===== config.mk =====
export PLATFORM = sky130hd
export DESIGN_NAME = tinker_mem_arbiter
export DESIGN_NICKNAME = d
export VERILOG_FILES = /design/src/rtl/tinker_mem_arbiter.sv
export SDC_FILE = /design/constraint.sdc
export NUM_CORES = 1
export LEC_CHECK = 0
export ABC_AREA = 0
export CAP_MARGIN = 40
export CORE_AREA = 4 4 151 153
export CTS_CLUSTER_DIAMETER = 50
export CTS_CLUSTER_SIZE = 24
export DETAILED_ROUTE_END_ITERATION = 12
export DIE_AREA = 0 0 155 157
export GPL_ROUTABILITY_DRIVEN = 0
export GPL_TIMING_DRIVEN = 0
export PLACE_DENSITY_LB_ADDON = 0.2
export SYNTH_ARGS = -nofsm -noshare
export SYNTH_HDL_FRONTEND = slang
export SYNTH_SLANG_ARGS = --single-unit

===== constraint.sdc =====
create_clock -name clk -period 1.77 [get_ports clk]
set_input_delay 0.2655 -clock clk [delete_from_list [all_inputs] [get_ports clk]]
set_output_delay 0.2655 -clock clk [all_outputs]
set_load 0.02 [all_outputs]

===== src/rtl/tinker_mem_arbiter.sv =====
// tinker_mem_arbiter
//   Shares one byte-addressed memory between instruction fetch (32-bit reads)
//   and the data path (64-bit loads/stores). One transaction at a time,
//   data has priority, and fetch starvation is bounded by starve_cnt.
//
// Ports
//   clk, reset        : clock, synchronous active-high reset
//   if_req/if_addr    : fetch request (held until if_done)
//   if_done/if_rdata  : fetch completion pulse and instruction word
//   d_req/d_we/d_addr/d_wdata : data request (held until d_done)
//   d_done/d_rdata    : data completion pulse and load data
//   m_en/m_we/m_addr/m_wdata  : memory access, one m_en cycle per transaction
//   m_rdata           : memory read data, valid LAT cycles after m_en
//   busy              : transaction in flight (ISSUE..DONE)
//   owner             : current grant, 0 fetch / 1 data
module tinker_mem_arbiter #(
  parameter int ADDR_W       = 32,
  parameter int LAT          = 2,
  parameter int STARVE_LIMIT = 4
) (
  input  logic              clk,
  input  logic              reset,
  input  logic              if_req,
  input  logic [ADDR_W-1:0] if_addr,
  output logic              if_done,
  output logic [31:0]       if_rdata,
  input  logic              d_req,
  input  logic              d_we,
  input  logic [ADDR_W-1:0] d_addr,
  input  logic [63:0]       d_wdata,
  output logic              d_done,
  output logic [63:0]       d_rdata,
  output logic              m_en,
  output logic              m_we,
  output logic [ADDR_W-1:0] m_addr,
  output logic [63:0]       m_wdata,
  input  logic [63:0]       m_rdata,
  output logic              busy,
  output logic              owner
);

  localparam int SW = $clog2(STARVE_LIMIT + 1);
  localparam int LW = (LAT > 1) ? $clog2(LAT) : 1;

  typedef enum logic [1:0] {IDLE, ISSUE, WAIT, DONE} state_t;

  state_t          state;
  logic [SW-1:0]   starve_cnt;
  logic [LW-1:0]   lat_cnt;
  logic            is_store;
  logic            grant_d;

  // Data wins a tie unless fetch has already waited through STARVE_LIMIT
  // consecutive data grants.
  assign grant_d = d_req && !(if_req && (starve_cnt == SW'(STARVE_LIMIT)));

  always_ff @(posedge clk) begin
    if (reset) begin
      state      <= IDLE;
      starve_cnt <= '0;
      lat_cnt    <= '0;
      is_store   <= 1'b0;
      m_en       <= 1'b0;
      m_we       <= 1'b0;
      m_addr     <= '0;
      m_wdata    <= '0;
      if_done    <= 1'b0;
      d_done     <= 1'b0;
      if_rdata   <= '0;
      d_rdata    <= '0;
      busy       <= 1'b0;
      owner      <= 1'b0;
    end else begin
      if_done <= 1'b0;
      d_done  <= 1'b0;
      case (state)
        IDLE: begin
          if (if_req || d_req) begin
            state <= ISSUE;
            busy  <= 1'b1;
            m_en  <= 1'b1;
            owner <= grant_d;
            if (grant_d) begin
              m_addr   <= d_addr;
              m_we     <= d_we;
              m_wdata  <= d_wdata;
              is_store <= d_we;
              // Count only grants that actually made fetch wait.
              if (!if_req)
                starve_cnt <= '0;
              else if (starve_cnt != SW'(STARVE_LIMIT))
                starve_cnt <= starve_cnt + SW'(1);
            end else begin
              m_addr     <= if_addr;
              m_we       <= 1'b0;
              is_store   <= 1'b0;
              starve_cnt <= '0;
            end
          end
        end
        ISSUE: begin
          m_en <= 1'b0;
          m_we <= 1'b0;
          if (is_store) begin
            d_done <= 1'b1;
            state  <= DONE;
          end else begin
            // Counts the remaining WAIT cycles before m_rdata is valid.
            lat_cnt <= LW'(LAT - 1);
            state   <= WAIT;
          end
        end
        WAIT: begin
          if (lat_cnt == '0) begin
            if (owner) begin
              d_rdata <= m_rdata;
              d_done  <= 1'b1;
            end else begin
              if_rdata <= m_rdata[31:0];
              if_done  <= 1'b1;
            end
            state <= DONE;
          end else begin
            lat_cnt <= lat_cnt - LW'(1);
          end
        end
        DONE: begin
          // Requests present now are not arbitrated; next look is in IDLE.
          busy  <= 1'b0;
          state <= IDLE;
        end
        default: state <= IDLE;
      endcase
    end
  end

endmodule


Word level (Yosys, flattened, before mapping)
Index checks and enable logic that the tools add are counted.

Register bits: 205. Input port bits: 197. Output and inout port bits: 198. Word-level logic and storage cells: 68.

Add/sub/neg operators: 2. Eq/ne operators: 9. Mux-type cells: 22. Bitwise logic cells: 3. Reductions and logical operators: 18.

Operator list (count): $mux 32 (1); $reduce_and 3->1 (4); $mux 1 (10); $pmux 1 s2 (5); $reduce_and 2->1 (5); $mux 3 (3); $pmux 2 s4 (1); $ne 2x2->1 const B (3); $reduce_bool 2->1 (3); $eq 2x2->1 const B (2); $mux 2 (2); $add 3x1->3 const B (1); $eq 3x3->1 const B (1); $ne 3x2->1 const B (1); $ne 3x3->1 const B (1); $not 1->1 (3); $reduce_or 3->1 (1); $eq 2x1->1 const B (1); $logic_and 1x1->1 (2); $logic_not 2->1 (1); $logic_not 1->1 (1); $logic_or 1x1->1 (1); $sub 1x1->1 const B (1).

Depth between registers and ports, before layout
Gate-level depths: netlist (run 1).

Word-level depth: 7. Mapped depth: 8. Gate-level depth less buffers: 5.

Least setup slack after synthesis (run 1)
OpenSTA, ideal clock, no wires.

Path kind: reg-to-reg. From: reg state[0]. To: reg if_rdata[10]. Library setup time: 0.132 ns. Data arrival time: 1.384 ns. Data required time: 1.638 ns. Setup slack: 0.253 ns. Stages on the path, launching flop included: 8. Buffers on the path: 2. Period minus slack after synthesis: 1.517 ns. Cells stage by stage: dfxtp_1 > inv_1 > ha_1 > or3b_1 > clkbuf_1 > buf_2 > nand2_1 > a21oi_1.

Word-level cells in the longest chain between the ends: 2.

Ends and longest elaborated chain: from (decl) (line 47) `state_t state;`; from (signal assigned) (line 59) `state <= IDLE;`; from (signal assigned) (line 79) `state <= ISSUE;`; from (signal assigned) (line 106) `state <= DONE;`; $eq 2x2->1 (line 76) `case (state)`; $reduce_and 3->1 (no line); to (signal assigned) (line 119) `if_rdata <= m_rdata[31:0];`; to (decl) (line 26) `output logic [31:0] if_rdata,`.

Every way passes these cells. A chain may end at the register's enable or synchronous reset.

Worst setup path after layout (run 1)
From: reg d_rdata[12]. To: out d_rdata[12].

RTL lines: from (decl) (line 32) `output logic [63:0] d_rdata,`; from (signal assigned) (line 116) `d_rdata <= m_rdata;`.

No word-level cell between the ends.

==> flow_summary.json, run 1 <==
{
  "boundaryPins": 395,
  "grt_max_degree": 18,
  "synth_ff_type": "dfxtp_1",
  "post-route-period-util": 0.985,
  "clock_skew_ps": 14.0,
  "power.switching_mw": 6.02,
  "yosysWarnings": 0,
  "cts.path.max_buffers": 3,
  "yosys.area.top_type": "dfxtp_1",
  "routed_via_density": 4.91,
  "core_mm2": 0.0216,
  "rsz0062_at_grt": "yes",
  "cts.sinks": 205,
  "ir_drop_mv": 0.733,
  "die_w_um": 155,
  "switching_share": 0.349,
  "cp.required_ps": 1500,
  "antenna_found_initial": 0,
  "hold_buffers": 0,
  "yosys-top-cells-count": "328 x nand2_1, 205 x dfxtp_1, 133 x a21oi_1",
  "clkTransAtPathRegs_ps": 70,
  "cts_root_buf": "clkbuf_16",
  "ys_seq_area_frac": 0.517,
  "top_layer": "met4",
  "seqPwrFrac": 0.343,
  "n_antenna_cell": 0,
  "worstMarginPinSlew_ps": 579,
  "gr-total-overflow": 0,
  "drtPass1Iterations": 5,
  "worst_slack_ps": 25.8,
  "htreeDepth": 1,
  "setup_viol": 0,
  "ant_nets": 0,
  "dr.first_iter.drc_count": 329,
  "p_clk_frac": 0.316,
  "drt-met1-wl_um": 11200,
  "dieArea_mm2": 0.0243,
  "p_leak_nw": 6.86,
  "grt_first_pass_wirelength_um": 43200,
  "fin_cells": 1680,
  "pwr_density_cell_mw_per_mm2": 1290,
  "combPwrFrac": 0.342,
  "synth_area_per_cell_um2": 8.29,
  "first_global_vias": 8059,
  "row_count": 54,
  "dp_cells": 1629,
  "post_drt_wl_per_cell_um": 17.3,
  "synth_most_common_cell": "nand2_1",
  "finalCriticalPeriod_ps": 1740,
  "power.internal_mw": 11.2,
  "synth.distinct_cells": 34,
  "synthArstFlopShare": 0,
  "dp_slack_ps": -166,
  "synth_top_area_frac": 0.517,
  "cts_tree": "built",
  "port-buffer-count": 392,
  "syn-num-nets": 1160,
  "synthCells": 957,
  "crit_buf_inv": 1,
  "worst_path_largest_cell_delay_ps": 610,
  "cp_top_family": "buffers and inverters",
  "dr_wl_met2_um": 14500,
  "finalHoldViolCount": 0,
  "slew_violations": 0,
  "cp_max_fo": 2,
  "ys_top_cells_by_area": "dfxtp_1 52%, nand2_1 16%, a21oi_1 8.4%",
  "ys_ff_latch": 205,
  "track_usage": 0.219,
  "syn_to_final_growth_pct": 68.5,
  "endpoint_kind": "output port",
  "max_cap_violations": 0,
  "synth_area_mm2": 0.00794,
  "start_kind": "register",
  "n_fill_cell": 1891,
  "synth_edf_count": 0,
  "worstPathArrival_ps": 1480,
  "dr_wl_met3_um": 2440,
  "max_clock_freq_mhz": 573,
  "nets": 1583,
  "power.total_mw": 17.3,
  "via_count": 8247,
  "hold_ws_ps": 103,
  "slew_headroom": 0.614,
  "die_y_um": 157,
  "crit_path_cell_trace": "clkdlybuf4s50_1",
  "status": "complete, no violations",
  "dp_hpwl_um": 21700,
  "hp-class": "input port to register",
  "clk_latency_ps": 520,
  "final_layout_size_suffix_gt1_frac": 0.0736,
  "path_class": "register to output port",
  "route.detailed.drc": 0,
  "setup_tns_ps": 0,
  "cts_buffers": 26,
  "routed_wl_um": 29100,
  "crit_slowest_cell": "clkdlybuf4s50_1",
  "start_util": 0.368
}
## stage by stage
step | area, µm² | util
2_1_floorplan | 7940 | -
3_3_place_gp | 12200 | 0.567
3_5_place_dp | 12200 | 0.567
4_1_cts | 13000 | 0.605
5_1_grt | 13400 | 0.621
6_report | 13400 | 0.621
## cells in the final DEF (no fill, tap or decap), types with 7 or more instances in the layout
cell type / Yosys / final
nand2_1: 328 / 328
clkdlybuf4s50_1: 0 / 224
dfxtp_1: 205 / 203
a21oi_1: 133 / 133
dlymetal6s2s_1: 0 / 100
dlygate4sd2_1: 0 / 68
mux2i_1: 64 / 64
o21ai_0: 65 / 57
clkbuf_1: 40 / 34
a31oi_1: 31 / 31
clkbuf_16: 0 / 27
buf_2: 30 / 17
buf_4: 2 / 11
clkbuf_4: 0 / 10
inv_1: 8 / 8
o21ai_1: 0 / 8
inv_8: 0 / 7
## path summary, 6_finish.rpt
path                                    from                          to  slack, ps  cells past startpoint
setup / recovery    d_rdata[12]$_SDFFE_PP0P_                 d_rdata[12]         30                      1
hold / removal                        if_req  starve_cnt[1]$_SDFFE_PP0P_        100                      3
setup reg to reg  starve_cnt[0]$_SDFFE_PP0P_    m_wdata[19]$_SDFFE_PP0P_         90                      7
hold reg to reg     d_rdata[59]$_SDFFE_PP0P_    d_rdata[59]$_SDFFE_PP0P_        450                      2
## cells by family after synthesis
| family | Yosys count | share of synthesized area |
|---|---|---|
| AO/OA/AOI/OAI | 242 | 0.162 |
| adder cells (fa/ha/maj) | 6 | 0.00946 |
| buffers and inverters | 88 | 0.0539 |
| flip-flops | 205 | 0.517 |
| multiplexers | 64 | 0.0807 |
| AND/OR/NAND/NOR | 352 | 0.176 |
## final cells by class
class                      count  area [µm²]  share of cell area
multi-input combinational    664        3410               0.255
buffer                        79         458              0.0342
timing repair buffer         396        4120               0.308
tap                          280         350              0.0262
clock buffer                  29         693              0.0518
inverter                       8        30.0             0.00225
clock inverter                19         208              0.0155
sequential                   205        4110               0.307
## sequential cells by signal, summed over array words and instances, names as in the netlist
| register | cells |
|---|---|
| if_done | 1 |
| is_store | 1 |
| starve_cnt | 3 |
| busy | 1 |
| m_addr | 32 |
| owner | 1 |
| m_wdata | 64 |
| state | 2 |
| d_rdata | 64 |
| m_en | 1 |
| lat_cnt | 1 |
| if_rdata | 32 |
| m_we | 1 |
| d_done | 1 |
## power by group through the flow
stage	combinational (mW)	sequential, mW	clock (mW)
after floorplan	2.25	6.96	0
after global placement	5.99	5.99	0
after CTS	5.86	5.92	5.57
after detailed placement	6.02	6.01	0
after global routing	6.33	6.02	5.81
final	5.89	5.92	5.44
## per-layer routing
| layer | vias to the layer above | GRT usage |
|---|---|---|
| met2 | 325 | 0.394 |
| met5 | - | 0 |
| met4 | 0 | 0.0736 |
| li1 | 4060 | - |
| met1 | 3808 | 0.252 |
| met3 | 54 | 0.0597 |
## repair_timing
action,in CTS,in global routing
resized for setup,72,144
endpoints found under the setup margin,121,230
gates cloned,0,0
setup buffers,0,4
pin swaps,0,1
Note: power is estimated with default switching activity, not from simulation.
==> run 2, diff against run 1 <==
--- a/config.mk
+++ b/config.mk
@@ -14,7 +14,7 @@
 export DIE_AREA = 0 0 155 157
 export GPL_ROUTABILITY_DRIVEN = 0
 export GPL_TIMING_DRIVEN = 0
-export PLACE_DENSITY_LB_ADDON = 0.2
+export PLACE_DENSITY = 0.75
 export SYNTH_ARGS = -nofsm -noshare
 export SYNTH_HDL_FRONTEND = slang
 export SYNTH_SLANG_ARGS = --single-unit
==> run 2 against run 1 <==
Sequential share of layout area is 0.48 points higher; combinational power is 3% higher; via count is 0.44% lower; count of clock-buffer cells in the layout is 6 lower; sequential power is 0.7% higher; setup slack hardly changed; global-route usage is 0.61 points higher; fmax hardly changed; sequential cell count stayed put; core utilization is 0.96 points lower; non-clock buffer count is 1 lower; first-iteration DRC count is 23% higher; largest power group is now combinational cells.
==> flow_summary.json, run 2 (synthesized netlist as in run 1, its figures left out) <==
{
  "n_fill_cell": 1893,
  "routed_wl_um": 29400,
  "pwr_density_cell_mw_per_mm2": 1270,
  "dp_cells": 1629,
  "path_class": "register to output port",
  "ant_nets": 0,
  "cts_root_buf": "clkbuf_16",
  "slew_headroom": 0.612,
  "syn_to_final_growth_pct": 65.9,
  "power.total_mw": 16.7,
  "worstRegToRegCells": 7,
  "core_mm2": 0.0216,
  "crit_slowest_cell": "clkdlybuf4s50_1",
  "post_drt_wl_per_cell_um": 17.6,
  "hold_ws_ps": 104,
  "finalCriticalPeriod_ps": 1740,
  "seqCellArea_mm2": 0.00411,
  "cts_buffers": 23,
  "max_cap_violations": 0,
  "fin_cells": 1670,
  "layout_common_cells": "328 x nand2_1, 320 x clkdlybuf4s50_1, 203 x dfxtp_1, 133 x a21oi_1, 63 x o21ai_0",
  "port-buffer-count": 392,
  "die_y_um": 157,
  "min_from": "if_req",
  "start_kind": "register",
  "row_count": 54,
  "final_layout_size_suffix_gt1_frac": 0.0698,
  "track_usage": 0.225,
  "cp_top_family": "buffers and inverters",
  "final_common_cell": "nand2_1",
  "antenna_found_initial": 0,
  "setup_viol": 0,
  "worstPathArrival_ps": 1480,
  "reg.largest.list": "d_rdata: 64 flops, m_wdata: 64 flops",
  "rsz0062_at_grt": "no",
  "boundaryPins": 395,
  "die_w_um": 155,
  "max_clock_freq_mhz": 573,
  "worstMarginPinSlew_ps": 582,
  "clkTransAtPathRegs_ps": 70,
  "cts_tree": "built",
  "post-route-period-util": 0.986,
  "status": "complete, no violations",
  "gr-total-overflow": 0,
  "clock_skew_ps": 16.3,
  "cts.sinks": 205,
  "grt_max_degree": 18,
  "hold-path-cell-count": 3,
  "route.detailed.drc": 0,
  "cp.required_ps": 1500,
  "endpoint_kind": "output port",
  "htreeDepth": 1,
  "finalHoldViolCount": 0,
  "drtPass1Iterations": 5,
  "cp_max_fo": 2,
  "dr.first_iter.drc_count": 406,
  "nets": 1579,
  "cp_num_cells": 1,
  "multi_input_area_mm2": 0.00343,
  "dieArea_mm2": 0.0243,
  "worst_path_largest_cell_delay_ps": 640,
  "dp_hpwl_um": 22600,
  "clk_latency_ps": 500,
  "via_count": 8211,
  "crit_buf_inv": 1,
  "first_global_vias": 8129,
  "grt_first_pass_wirelength_um": 44200,
  "slew_violations": 0,
  "hold_end": "starve_cnt[0]$_SDFFE_PP0P_",
  "p_leak_nw": 5.73,
  "n_antenna_cell": 0,
  "crit_path_cell_trace": "clkdlybuf4s50_1",
  "worstReg2RegEnd": "m_wdata[33]$_SDFFE_PP0P_",
  "rrSetupSlack_ps": 100,
  "start_util": 0.368,
  "rr_startpoint": "starve_cnt[0]$_SDFFE_PP0P_",
  "hp-class": "input port to register",
  "setup_tns_ps": 0,
  "routed_via_density": 4.92,
  "cts.path.max_buffers": 3,
  "ir_drop_mv": 0.799
}
run 2: changes by cell type in the layout (fill, tap and decap cells not counted), sizes merged:
cell           delta
clkbuf            -8
dlymetal6s2s     -47
dlygate4sd2      -49
clkinv            +2
clkdlybuf4s50    +96
buf               +1
inv               -5
run 2: what timing repair did:
item / CTS / global route
buffers inserted: 0 / 3
hold buffers: 0 / 0
pin swaps: 0 / 1
endpoints found under the setup margin: 60 / 169
resized for setup: 24 / 90
run 2: worst max-delay path by stage:
| stage | from | to | slack [ps] |
|---|---|---|---|
| after CTS | m_addr[16]$_SDFFE_PP0P_ | m_addr[16] | 0.7 |
| after floorplan | state[0]$_SDFFE_PP0P_ | if_rdata[10]$_SDFFE_PP0P_ | 250 |
| after global routing | d_rdata[8]$_SDFFE_PP0P_ | d_rdata[8] | 0.4 |
| after global placement | d_req | m_addr[18]$_SDFFE_PP0P_ | -260 |
| final | m_wdata[24]$_SDFFE_PP0P_ | m_wdata[24] | 30 |
| after detailed placement | d_req | m_addr[18]$_SDFFE_PP0P_ | -350 |
run 2: where the power goes:
group | internal [mW] | switching [mW] | total [mW]
Sequential | 5.48 | 0.481 | 5.96
Combinational | 2.80 | 3.28 | 6.08
Clock | 2.61 | 2.08 | 4.69
Total | 10.9 | 5.84 | 16.7
run 2: metal layers:
layer,part of all wire,GRT usage,up-vias,routed length (µm)
met1,0.38,0.269,3753,11300
met5,0,0,-,0
li1,-,-,4044,-
met2,0.50,0.387,343,14600
met4,0.037,0.0879,0,1090
met3,0.081,0.0602,71,2390
run 2: final cells by class:
class / count / area share
Inverter: 8 / 0.00228
Timing Repair Buffer: 395 / 0.308
Multi-Input combinational cell: 664 / 0.260
Sequential cell: 205 / 0.312
Tap cell: 280 / 0.0266
Clock inverter: 16 / 0.0122
Buffer: 79 / 0.0351
Clock buffer: 23 / 0.0437
run 2: through the flow:
stage / cell area, µm² / utilization / setup WS [ps]
6_report: 13200 / 0.611 / 25.7
5_1_grt: 13200 / 0.611 / 0.377
4_1_cts: 12900 / 0.600 / 0.675
3_5_place_dp: 12200 / 0.567 / -353
3_3_place_gp: 12200 / 0.567 / -255
2_1_floorplan: 7940 / - / 253
